`src/rtl/cm0_seq_pkg.sv`:
```
// Shared encodings for the Thumb multi-register transfer sequencer.
package cm0_seq_pkg;

  typedef enum logic [1:0] {
    OP_STMIA = 2'b00,
    OP_LDMIA = 2'b01,
    OP_PUSH  = 2'b10,
    OP_POP   = 2'b11
  } op_e;

  typedef enum logic [2:0] {
    S_IDLE,
    S_PREP,
    S_XFER,
    S_WB,
    S_DONE,
    S_FAULT
  } state_e;

  localparam logic [3:0] REG_SP = 4'hd;
  localparam logic [3:0] REG_LR = 4'he;
  localparam logic [3:0] REG_PC = 4'hf;

  localparam int WORD_BYTES = 4;

  function automatic logic op_is_store(input op_e op);
    return (op == OP_STMIA) || (op == OP_PUSH);
  endfunction

endpackage

```
`src/rtl/reglist_picker.sv`:
```
// Combinational register-list helper: lowest set bit, empty flag and popcount.
module reglist_picker #(
  parameter int LIST_W = 8,
  parameter int IDX_W  = $clog2(LIST_W),
  parameter int CNT_W  = $clog2(LIST_W + 1)
) (
  input  logic [LIST_W-1:0] list,
  output logic [IDX_W-1:0]  low_idx,
  output logic              empty,
  output logic [CNT_W-1:0]  count
);

  // Scan from the top so the last hit is the lowest index.
  always_comb begin
    low_idx = '0;
    count   = '0;
    for (int i = LIST_W - 1; i >= 0; i--) begin
      if (list[i]) begin
        low_idx = IDX_W'(i);
      end
      count = count + CNT_W'(list[i]);
    end
    empty = ~|list;
  end

endmodule

```
`src/rtl/reglist_transfer_seq.sv`:
```
// Thumb PUSH/POP/LDMIA/STMIA sequencer: walks the register list one word per bus transfer.
// Optional misaligned-base detection is built when SEQ_ALIGN_CHECK_EN is defined.
module reglist_transfer_seq
  import cm0_seq_pkg::*;
#(
  parameter int ADDR_W = 32,
  parameter int LIST_W = 8
) (
  input  logic              clk,
  input  logic              rst,
  input  logic              start,
  input  logic [1:0]        op,
  input  logic [LIST_W-1:0] reg_list,
  input  logic              extra,
  input  logic [2:0]        base_idx,
  input  logic [ADDR_W-1:0] base_val,
  output logic              busy,
  output logic              done,
  output logic [3:0]        rf_raddr,
  input  logic [ADDR_W-1:0] rf_rdata,
  output logic [3:0]        rf_waddr,
  output logic [ADDR_W-1:0] rf_wdata,
  output logic              rf_ld_rd,
  output logic              rf_ld_pc,
  output logic              rf_ld_sp,
  output logic [ADDR_W-1:0] rf_sp_wdata,
  output logic              mem_req,
  output logic              mem_we,
  output logic [ADDR_W-1:0] mem_addr,
  output logic [ADDR_W-1:0] mem_wdata,
  input  logic [ADDR_W-1:0] mem_rdata,
  input  logic              mem_ack,
  output logic              fault
);

  localparam int IDX_W = $clog2(LIST_W);
  localparam int CNT_W = $clog2(LIST_W + 1);

  state_e            state, state_nx;
  op_e               op_r;
  logic [LIST_W-1:0] remaining;
  logic              extra_r;
  logic [3:0]        base_idx_r;
  logic [ADDR_W-1:0] addr_r, wb_val_r, wdata_r, ld_data_r;
  logic [3:0]        cur_reg_r, ld_reg_r;
  logic              ld_pending_r, wb_suppress_r, empty_op_r;

  logic [LIST_W-1:0] pick_list;
  logic [IDX_W-1:0]  pick_idx;
  logic              pick_empty;
  logic [CNT_W-1:0]  pick_cnt;
  logic [CNT_W:0]    n_start;
  logic [ADDR_W-1:0] base_al, span;
  logic [3:0]        sel_reg;
  logic              is_store, misaligned;

  // The picker counts the incoming list while idle and walks the remaining list afterwards.
  assign pick_list = (state == S_IDLE) ? reg_list : remaining;

  reglist_picker #(
    .LIST_W(LIST_W),
    .IDX_W (IDX_W),
    .CNT_W (CNT_W)
  ) u_picker (
    .list   (pick_list),
    .low_idx(pick_idx),
    .empty  (pick_empty),
    .count  (pick_cnt)
  );

  assign n_start  = {1'b0, pick_cnt} + (CNT_W + 1)'(extra & op[1]);
  assign base_al  = base_val & ~ADDR_W'(3);
  assign span     = ADDR_W'(n_start) * ADDR_W'(WORD_BYTES);
  assign is_store = op_is_store(op_r);
  assign sel_reg  = pick_empty ? ((op_r == OP_PUSH) ? REG_LR : REG_PC) : 4'(pick_idx);

`ifdef SEQ_ALIGN_CHECK_EN
  assign misaligned = |base_val[1:0];
`else
  assign misaligned = 1'b0;
`endif

  always_ff @(posedge clk or posedge rst) begin
    if (rst) begin
      state         <= S_IDLE;
      op_r          <= OP_STMIA;
      remaining     <= '0;
      extra_r       <= 1'b0;
      base_idx_r    <= '0;
      addr_r        <= '0;
      wb_val_r      <= '0;
      wdata_r       <= '0;
      ld_data_r     <= '0;
      cur_reg_r     <= '0;
      ld_reg_r      <= '0;
      ld_pending_r  <= 1'b0;
      wb_suppress_r <= 1'b0;
      empty_op_r    <= 1'b0;
    end else begin
      state        <= state_nx;
      ld_pending_r <= 1'b0;
      case (state)
        S_IDLE: begin
          if (start) begin
            op_r          <= op_e'(op);
            remaining     <= reg_list;
            extra_r       <= extra & op[1];
            base_idx_r    <= {1'b0, base_idx};
            addr_r        <= (op_e'(op) == OP_PUSH) ? base_al - span : base_al;
            wb_val_r      <= (op_e'(op) == OP_PUSH) ? base_al - span : base_al + span;
            wb_suppress_r <= (op_e'(op) == OP_LDMIA) && reg_list[base_idx];
            empty_op_r    <= (n_start == '0);
          end
        end
        S_PREP: begin
          cur_reg_r <= sel_reg;
          wdata_r   <= rf_rdata;
          if (!pick_empty) begin
            remaining[pick_idx] <= 1'b0;
          end else begin
            extra_r <= 1'b0;
          end
        end
        S_XFER: begin
          if (mem_ack) begin
            addr_r <= addr_r + ADDR_W'(WORD_BYTES);
            if (!is_store) begin
              ld_data_r    <= mem_rdata;
              ld_reg_r     <= cur_reg_r;
              ld_pending_r <= 1'b1;
            end
          end
        end
        default: ;
      endcase
    end
  end

  // A load result from the previous cycle is written back whatever state we are in now.
  always_comb begin
    state_nx    = state;
    busy        = (state != S_IDLE);
    done        = 1'b0;
    fault       = 1'b0;
    rf_raddr    = '0;
    rf_waddr    = '0;
    rf_wdata    = '0;
    rf_ld_rd    = 1'b0;
    rf_ld_pc    = 1'b0;
    rf_ld_sp    = 1'b0;
    rf_sp_wdata = '0;
    mem_req     = 1'b0;
    mem_we      = 1'b0;
    mem_addr    = '0;
    mem_wdata   = '0;

    if (ld_pending_r) begin
      if (ld_reg_r == REG_PC) begin
        rf_ld_pc = 1'b1;
        rf_waddr = REG_PC;
        rf_wdata = ld_data_r & ~ADDR_W'(1);
      end else begin
        rf_ld_rd = 1'b1;
        rf_waddr = ld_reg_r;
        rf_wdata = ld_data_r;
      end
    end

    case (state)
      S_IDLE: begin
        if (start) begin
          if (misaligned) begin
            state_nx = S_FAULT;
          end else if (n_start == '0) begin
            state_nx = S_WB;
          end else begin
            state_nx = S_PREP;
          end
        end
      end
      S_PREP: begin
        rf_raddr = sel_reg;
        state_nx = S_XFER;
      end
      S_XFER: begin
        mem_req   = 1'b1;
        mem_we    = is_store;
        mem_addr  = addr_r;
        mem_wdata = is_store ? wdata_r : '0;
        if (mem_ack) begin
          state_nx = (|remaining || extra_r) ? S_PREP : S_WB;
        end
      end
      S_WB: begin
        // Rn writeback shares the Rd port with load results, so it waits out a pending strobe.
        if (empty_op_r || (op_r == OP_LDMIA && wb_suppress_r)) begin
          state_nx = S_DONE;
        end else if (op_r == OP_PUSH || op_r == OP_POP) begin
          rf_ld_sp    = 1'b1;
          rf_sp_wdata = wb_val_r;
          if (!ld_pending_r) begin
            rf_waddr = REG_SP;
          end
          state_nx = S_DONE;
        end else if (!ld_pending_r) begin
          rf_ld_rd = 1'b1;
          rf_waddr = base_idx_r;
          rf_wdata = wb_val_r;
          state_nx = S_DONE;
        end
      end
      S_FAULT: begin
`ifdef SEQ_ALIGN_CHECK_EN
        fault = 1'b1;
`endif
        state_nx = S_DONE;
      end
      S_DONE: begin
        done     = 1'b1;
        state_nx = S_IDLE;
      end
      default: state_nx = S_IDLE;
    endcase
  end

endmodule

```
`config.mk`:
```
export PLATFORM = sky130hd
export DESIGN_NAME = reglist_transfer_seq
export DESIGN_NICKNAME = d
export VERILOG_FILES = /design/src/rtl/cm0_seq_pkg.sv /design/src/rtl/reglist_picker.sv /design/src/rtl/reglist_transfer_seq.sv
export SDC_FILE = /design/constraint.sdc
export NUM_CORES = 1
export LEC_CHECK = 0
export CAP_MARGIN = 10
export CORE_UTILIZATION = 45
export CTS_BUF_LIST = sky130_fd_sc_hd__clkbuf_16
export DETAILED_ROUTE_END_ITERATION = 8
export PLACE_DENSITY = 0.75
export REMOVE_ABC_BUFFERS = 1
export SYNTH_ARGS = -nofsm -noshare
export SYNTH_HDL_FRONTEND = slang
export SYNTH_HIERARCHICAL = 1
export SYNTH_SLANG_ARGS = --single-unit
export TNS_END_PERCENT = 10
```
`constraint.sdc`:
```
create_clock -name clk -period 18.1 [get_ports clk]
set_input_delay 3.62 -clock clk [delete_from_list [all_inputs] [get_ports clk]]
set_output_delay 3.62 -clock clk [all_outputs]
set_load 0.005 [all_outputs]
```
==> key figures <==
Routing
  • Drt drc: 0
  • Via-to-Cell Ratio: 5.67
  • Post-detailed-route count of antenna-violating nets: 0
  • M1 wire length: 13,700 um
  • Post-Route WL: 30,300 um
  • DR top layer: met4
  • Met3 wire length: 1830 um
  • First drt pass iteration count: 5
  • DR WL/cell: 18.5 um
  • Iteration-0 DRC count of the detailed router: 787
  • Met2 wire len: 14,300 um
  • Via count: 9,283

Final layout
  • Ant diodes: 0
  • Fill count: 1,832
  • Final core occ: 61.4%
  • Post-layout instance area: between 0.01 and 0.015 sq mm
  • Final nets: 1,487
  • Seq. cell area: between 0.003 and 0.004 sq mm
  • Area Overhead vs Synth: 32.3%
  • Layout cells sized above 1: 8.01%
  • Multi-input gate area: between 0.005 and 0.006 sq mm

Min path
  • Min-delay src: wdata_r[22]$_DFFE_PP0P_
  • Hold Path Class: flop to flop
  • Hold depth: 2
  • Hold EP: wdata_r[22]$_DFFE_PP0P_

Timing
  • Worst-margin pin slew: 1.17 ns
  • Setup tns final: 0 ns
  • Worst Slack Setup Final: 8.04 ns
  • Final Cycle Share: 55.6%
  • Clock Skew: ~0.0084 ns
  • Slew HR: 21.7%
  • F_max: 99.4 MHz
  • Fin crit period: between 10 and 15 ns
  • Setup violators final: 0
  • Hold WS: 0.468 ns
  • RSZ-0062 raised after global routing: false
  • Final hold vios: 0
  • Final Max Tran Viols: 0

Power and ir drop
  • VDD IR-drop max: between 150 and 200 uV
  • PD cells: 188 mW/mm^2
  • Pleak: 5.67 nW

Clock tree
  • CTS hold repair buffers: 0
  • Post CTS Setup Buffer Count: 0
  • Clock transition at path regs: 0.07 ns
  • Clock root buffer: clkbuf_16
  • CTS sink count: 152
  • CTS tree: yes
  • Post_cts resized: 0
  • Num CTS Buffers: 17
  • Clk_lat worst skew: 0.43 ns
  • Max Root-Sink Buffers: 2
  • H-tree Lvls: 4

Yosys
  • Most frequent cell after synthesis: nand2_1
  • Seq/Total Area, Yosys: 38.6%
  • Number of synthesized register bits: 152
  • Top cells by area, synth: dfrtp_1 (39%), nand2_1 (8.4%), mux2_2 (4.6%)
  • Synth async-reset ratio: 100%
  • Yosys top cell area share: between 30 and 40%
  • Most used DFF post-synth: dfrtp_1
  • Cell count after synthesis: roughly 1,100
  • Yosys top cell by area: dfrtp_1
  • Post-synth EDFFs: 0
  • Netlist cell types: 74
  • Cell Area, Synth: 0.00985 sq mm
  • Post-Synthesis Mean Instance Area: approximately 8.6 sq um
  • Number of synthesis warnings: 6
  • Most frequent cells after synthesis: nand2_1 (221), dfrtp_1 (152), clkbuf_1 (72), and2_1 (66), nor2_1 (63)

Placement
  • IO Port Bufs: 250
  • Placed instance area: roughly 0.012 sq mm
  • Pre-CTS setup slack: 7.99 ns
  • Post-DP HPWL: ~22,000 um
  • Gp weighted congestion: 0.941

Global route
  • Antenna violations before repair: 0
  • Gr usage total: 27.2%
  • First-pass GRT wire length: 47,500 um
  • Pin count of the biggest net entering global routing: 82
  • Number of global-route vias before repair: slightly below 9,000
  • Grt total ovfl: 0

Die
  • Die ar.: 0.0225 sq mm
  • # IOs: 258
  • Std cell rows: 53
  • Core ar.: between 0.02 and 0.025 sq mm
  • Initial Utilization: roughly 46%
  • Die width: 150 um
  • DIE HEIGHT: between 100 and 150 um

Worst setup path
  • Worst Setup End Kind: output port
  • CP peak stage delay: 0.72 ns
  • Crit Path Max Fanout: 6
  • Reg2Reg Depth: 20
  • FF-to-FF setup slack: 11.53 ns
  • Slowest CP cell: nor4b_1
  • Reg2Reg Capture Point: wb_val_r[20]$_DFFE_PP0P_
  • Critical path arrival: 6.44 ns
  • Worst Path Required: 14.48 ns
  • CP Launch Type: input port
  • CP Class: input port to output port
  • Worst-path cell chain: clkdlybuf4s50_1 -> nand2_1 -> nand2_1 -> inv_1 -> ha_1 -> nor3b_1 -> nor4b_1 -> clkbuf_2 -> nor2_1 -> nor2_1 -> clkdlybuf4s50_1
  • R2r startpoint: state[2]$_DFFE_PP0P_

Job
  • Max Cap Violations: 0

Outcome
  • Status: finished, final reports clean
## registers in the layout, summed over array words and instances (netlist names)
name / count
state: 3
base_idx_r: 3
wdata_r: 32
wb_val_r: 30
remaining: 8
ld_data_r: 32
ld_reg_r: 4
wb_suppress_r: 1
ld_pending_r: 1
extra_r: 1
cur_reg_r: 4
empty_op_r: 1
addr_r: 30
op_r: 2
## how the worst max path moves through the flow
stage	startpoint	to	slack, ns	cells past startpoint
floorplan	reg_list[6]	rf_raddr[2]	9.42	8
global placement	reg_list[6]	rf_raddr[2]	7.95	10
detailed placement	reg_list[6]	rf_raddr[2]	7.99	10
CTS	reg_list[6]	rf_raddr[2]	7.98	10
global route	reg_list[6]	rf_raddr[2]	7.91	11
finish	reg_list[6]	rf_raddr[2]	8.04	11
## cell type report
class / count / share of cell area [%]
multi-input combinational: 882 / 43.1
tap: 275 / 2.64
timing repair buffer: 262 / 19.9
clock buffer: 17 / 3.26
sequential: 152 / 29.2
clock inverter: 15 / 0.998
inverter: 33 / 0.988
## layer usage
layer / vias up / global-route usage [%]
met5: - / 0
met4: 0 / 7.63
met3: 37 / 3.38
met2: 343 / 43.9
met1: 4508 / 38.1
li1: 4395 / -
## power breakdown
group / switching (W) / internal (W)
clock: 0.000164 / 0.000181
sequential: 0.000142 / 0.000504
combinational: 0.000831 / 0.000631
## critical path: cells and delay by family
kind	cells	cell delay, ns
buffers and inverters	4	1.39
AND/OR/NAND/NOR	6	1.21
adder cells (fa/ha/maj)	1	0.21
## stage by stage
stage / total power (W) / instances
after floorplan: 0.00159 / 1067
after global placement: 0.00204 / 1603
after detailed placement: 0.00209 / 1603
after CTS: 0.00245 / 1635
after global routing: 0.00267 / 1636
final: 0.00245 / 1636
## cell families after synthesis
family	share of synthesized area [%]
muxes	5.74
and+or+nand+nor	27.4
buffers and inverters	4.83
other	0.0381
xor gates and xnor gates	4.71
adders and majority gates	3.63
AOI/OAI and AO/OA	15.0
DFF	38.6
## cells in the final DEF, fill, tap and decap left out, types with 5 or more instances in the layout
cell type        synthesis  final
a211oi_1                10     10
a21o_1                   6      6
a21oi_1                 39     39
a221oi_1                 5      5
a22o_1                  40     40
a31oi_1                  9      9
a32oi_1                  8      8
and2_1                  66     66
and3_1                  52     52
and4_1                   8      8
buf_4                    5     11
clkbuf_16                0     17
clkdlybuf4s50_1          0    250
conb_1                   1      5
dfrtp_1                152    152
fa_1                     6      6
ha_1                    19     19
inv_1                   33     32
inv_6                    0      6
mux2_2                  40     40
mux2i_1                  7      7
nand2_1                221    219
nand2b_1                 7      7
nand3_1                 21     21
nand4_1                 14     14
nor2_1                  63     62
nor2b_1                  6      6
nor3_1                  20     20
nor3b_1                  7      6
nor4_1                  16     16
o21ai_0                 57     57
o22ai_1                  6      6
or3_1                    6      6
xnor2_1                 27     27
xor2_1                  26     26
Note: power is estimated with default switching activity, not from simulation.
==> RTL change: new RTL, same settings <==
The parameter `ADDR_W` goes from 32 to 24.
--- a/src/rtl/reglist_transfer_seq.sv
+++ b/src/rtl/reglist_transfer_seq.sv
@@ -4,5 +4,5 @@
   import cm0_seq_pkg::*;
 #(
-  parameter int ADDR_W = 32,
+  parameter int ADDR_W = 24,
   parameter int LIST_W = 8
 ) (
Interface: changed (7 resized); port bits go from 258 to 202. No check against the original RTL was run, so the function may have changed too.
==> RTL change against the original RTL <==
Sequential cell count down 32. Design area shrank 18%. Total power is 12% lower. Synthesized area decreased by 19%. Setup slack better by 31 ps. Global-route usage shrank 1.1 points. Utilization decreased by 0.14 points. Hold slack got worse by 6.2 ps. Wire length down 23%. Largest cell class unchanged. Largest power group unchanged.
==> RTL change: results (changes against the original RTL) <==
- Fraction of area in registers: 0.282 (-0.00949)
- Clk_skew: 11.1 ps (+2.63 ps)
- Synth Register Bits: 120 (-21%)
- Port Buffer Count: 194 (-22%)
- Status: completed
- Top flop regs: ld_data_r x24, wdata_r x24
- Sequential share of the synthesized area: 0.375 (-0.0107)
- Comb_multi_in: 706 (-20%)
- R2R Setup Slk: 11,510 ps (-20 ps)
- Dominant cells by area after synthesis: dfrtp_1 38%, nand2_1 7.9%, mux2_2 3.9%
- Hold path start: wdata_r[7]$_DFFE_PP0P_
- Peak supply drop: 158 uV (-7.9%)
- Pint: 0.00120 W (-8.6%)
- Initial DRC Count: 560 (-29%)
- HPWL after DPL: 16,500 microns (-25%)
- WL final: 23,300 microns (-23%)
- Slowest-stage cell, CP: a221oi_1
- Share of layout cells above drive strength 1: 0.0930 (+0.0129)
- Clk pwr share: 0.154 (+0.013)
- Crit path DAT: 6400 ps (-40 ps)
- Global-route wire length before repair: 37,400 microns (-21%)
- R2r endpoint: wb_val_r[9]$_DFFE_PP0P_
- Routed wl met2: 10,800 microns (-24%)
- Worst path max stage delay: 920 ps (+200 ps)
- Leak: 4.60 nW (-19%)
- Routability Congestion: 0.913 (-3.0%)
- CP startpoint: reg_list[7]
- Grt met3 use: 0.0471 (+0.0133)
- Critical R2R Launch: state[1]$_DFFE_PP0P_
- M1 WL: 10,400 microns (-24%)
- Signal buffers: 206 (-21%)
- Fill cells: 1,522 (-17%)
[RTL change: how the worst max path moves through the flow]
stage,to,cells after the start
4_1_cts,rf_raddr[0],9
2_1_floorplan,rf_raddr[2],8
5_1_grt,rf_raddr[0],9
3_5_place_dp,rf_raddr[0],9
6_report,rf_raddr[0],9
3_3_place_gp,rf_raddr[0],9
[RTL change: stage by stage]
stage	utilization	worst slack (ps)	cell area, sq um	hold slack, ps	instances
after detailed placement	0.580	8120	10100	456	1290
after global placement	0.580	8200	10100	449	1290
after CTS	0.613	8110	10600	470	1322
after global routing	0.613	7900	10600	481	1322
final	0.613	8080	10600	462	1322
after floorplan	-	9430	7720	437	859
[RTL change: kinds of logic after synthesis]
kind of cell | count (synthesis) | synth area share
adders and majority gates | 26 | 0.0463
xor gates and xnor gates | 24 | 0.0263
and+or+nand+nor | 431 | 0.274
other | 1 | 0.000469
AOI/OAI and AO/OA | 187 | 0.176
muxes | 33 | 0.0488
DFF | 120 | 0.375
buffers and inverters | 103 | 0.0522
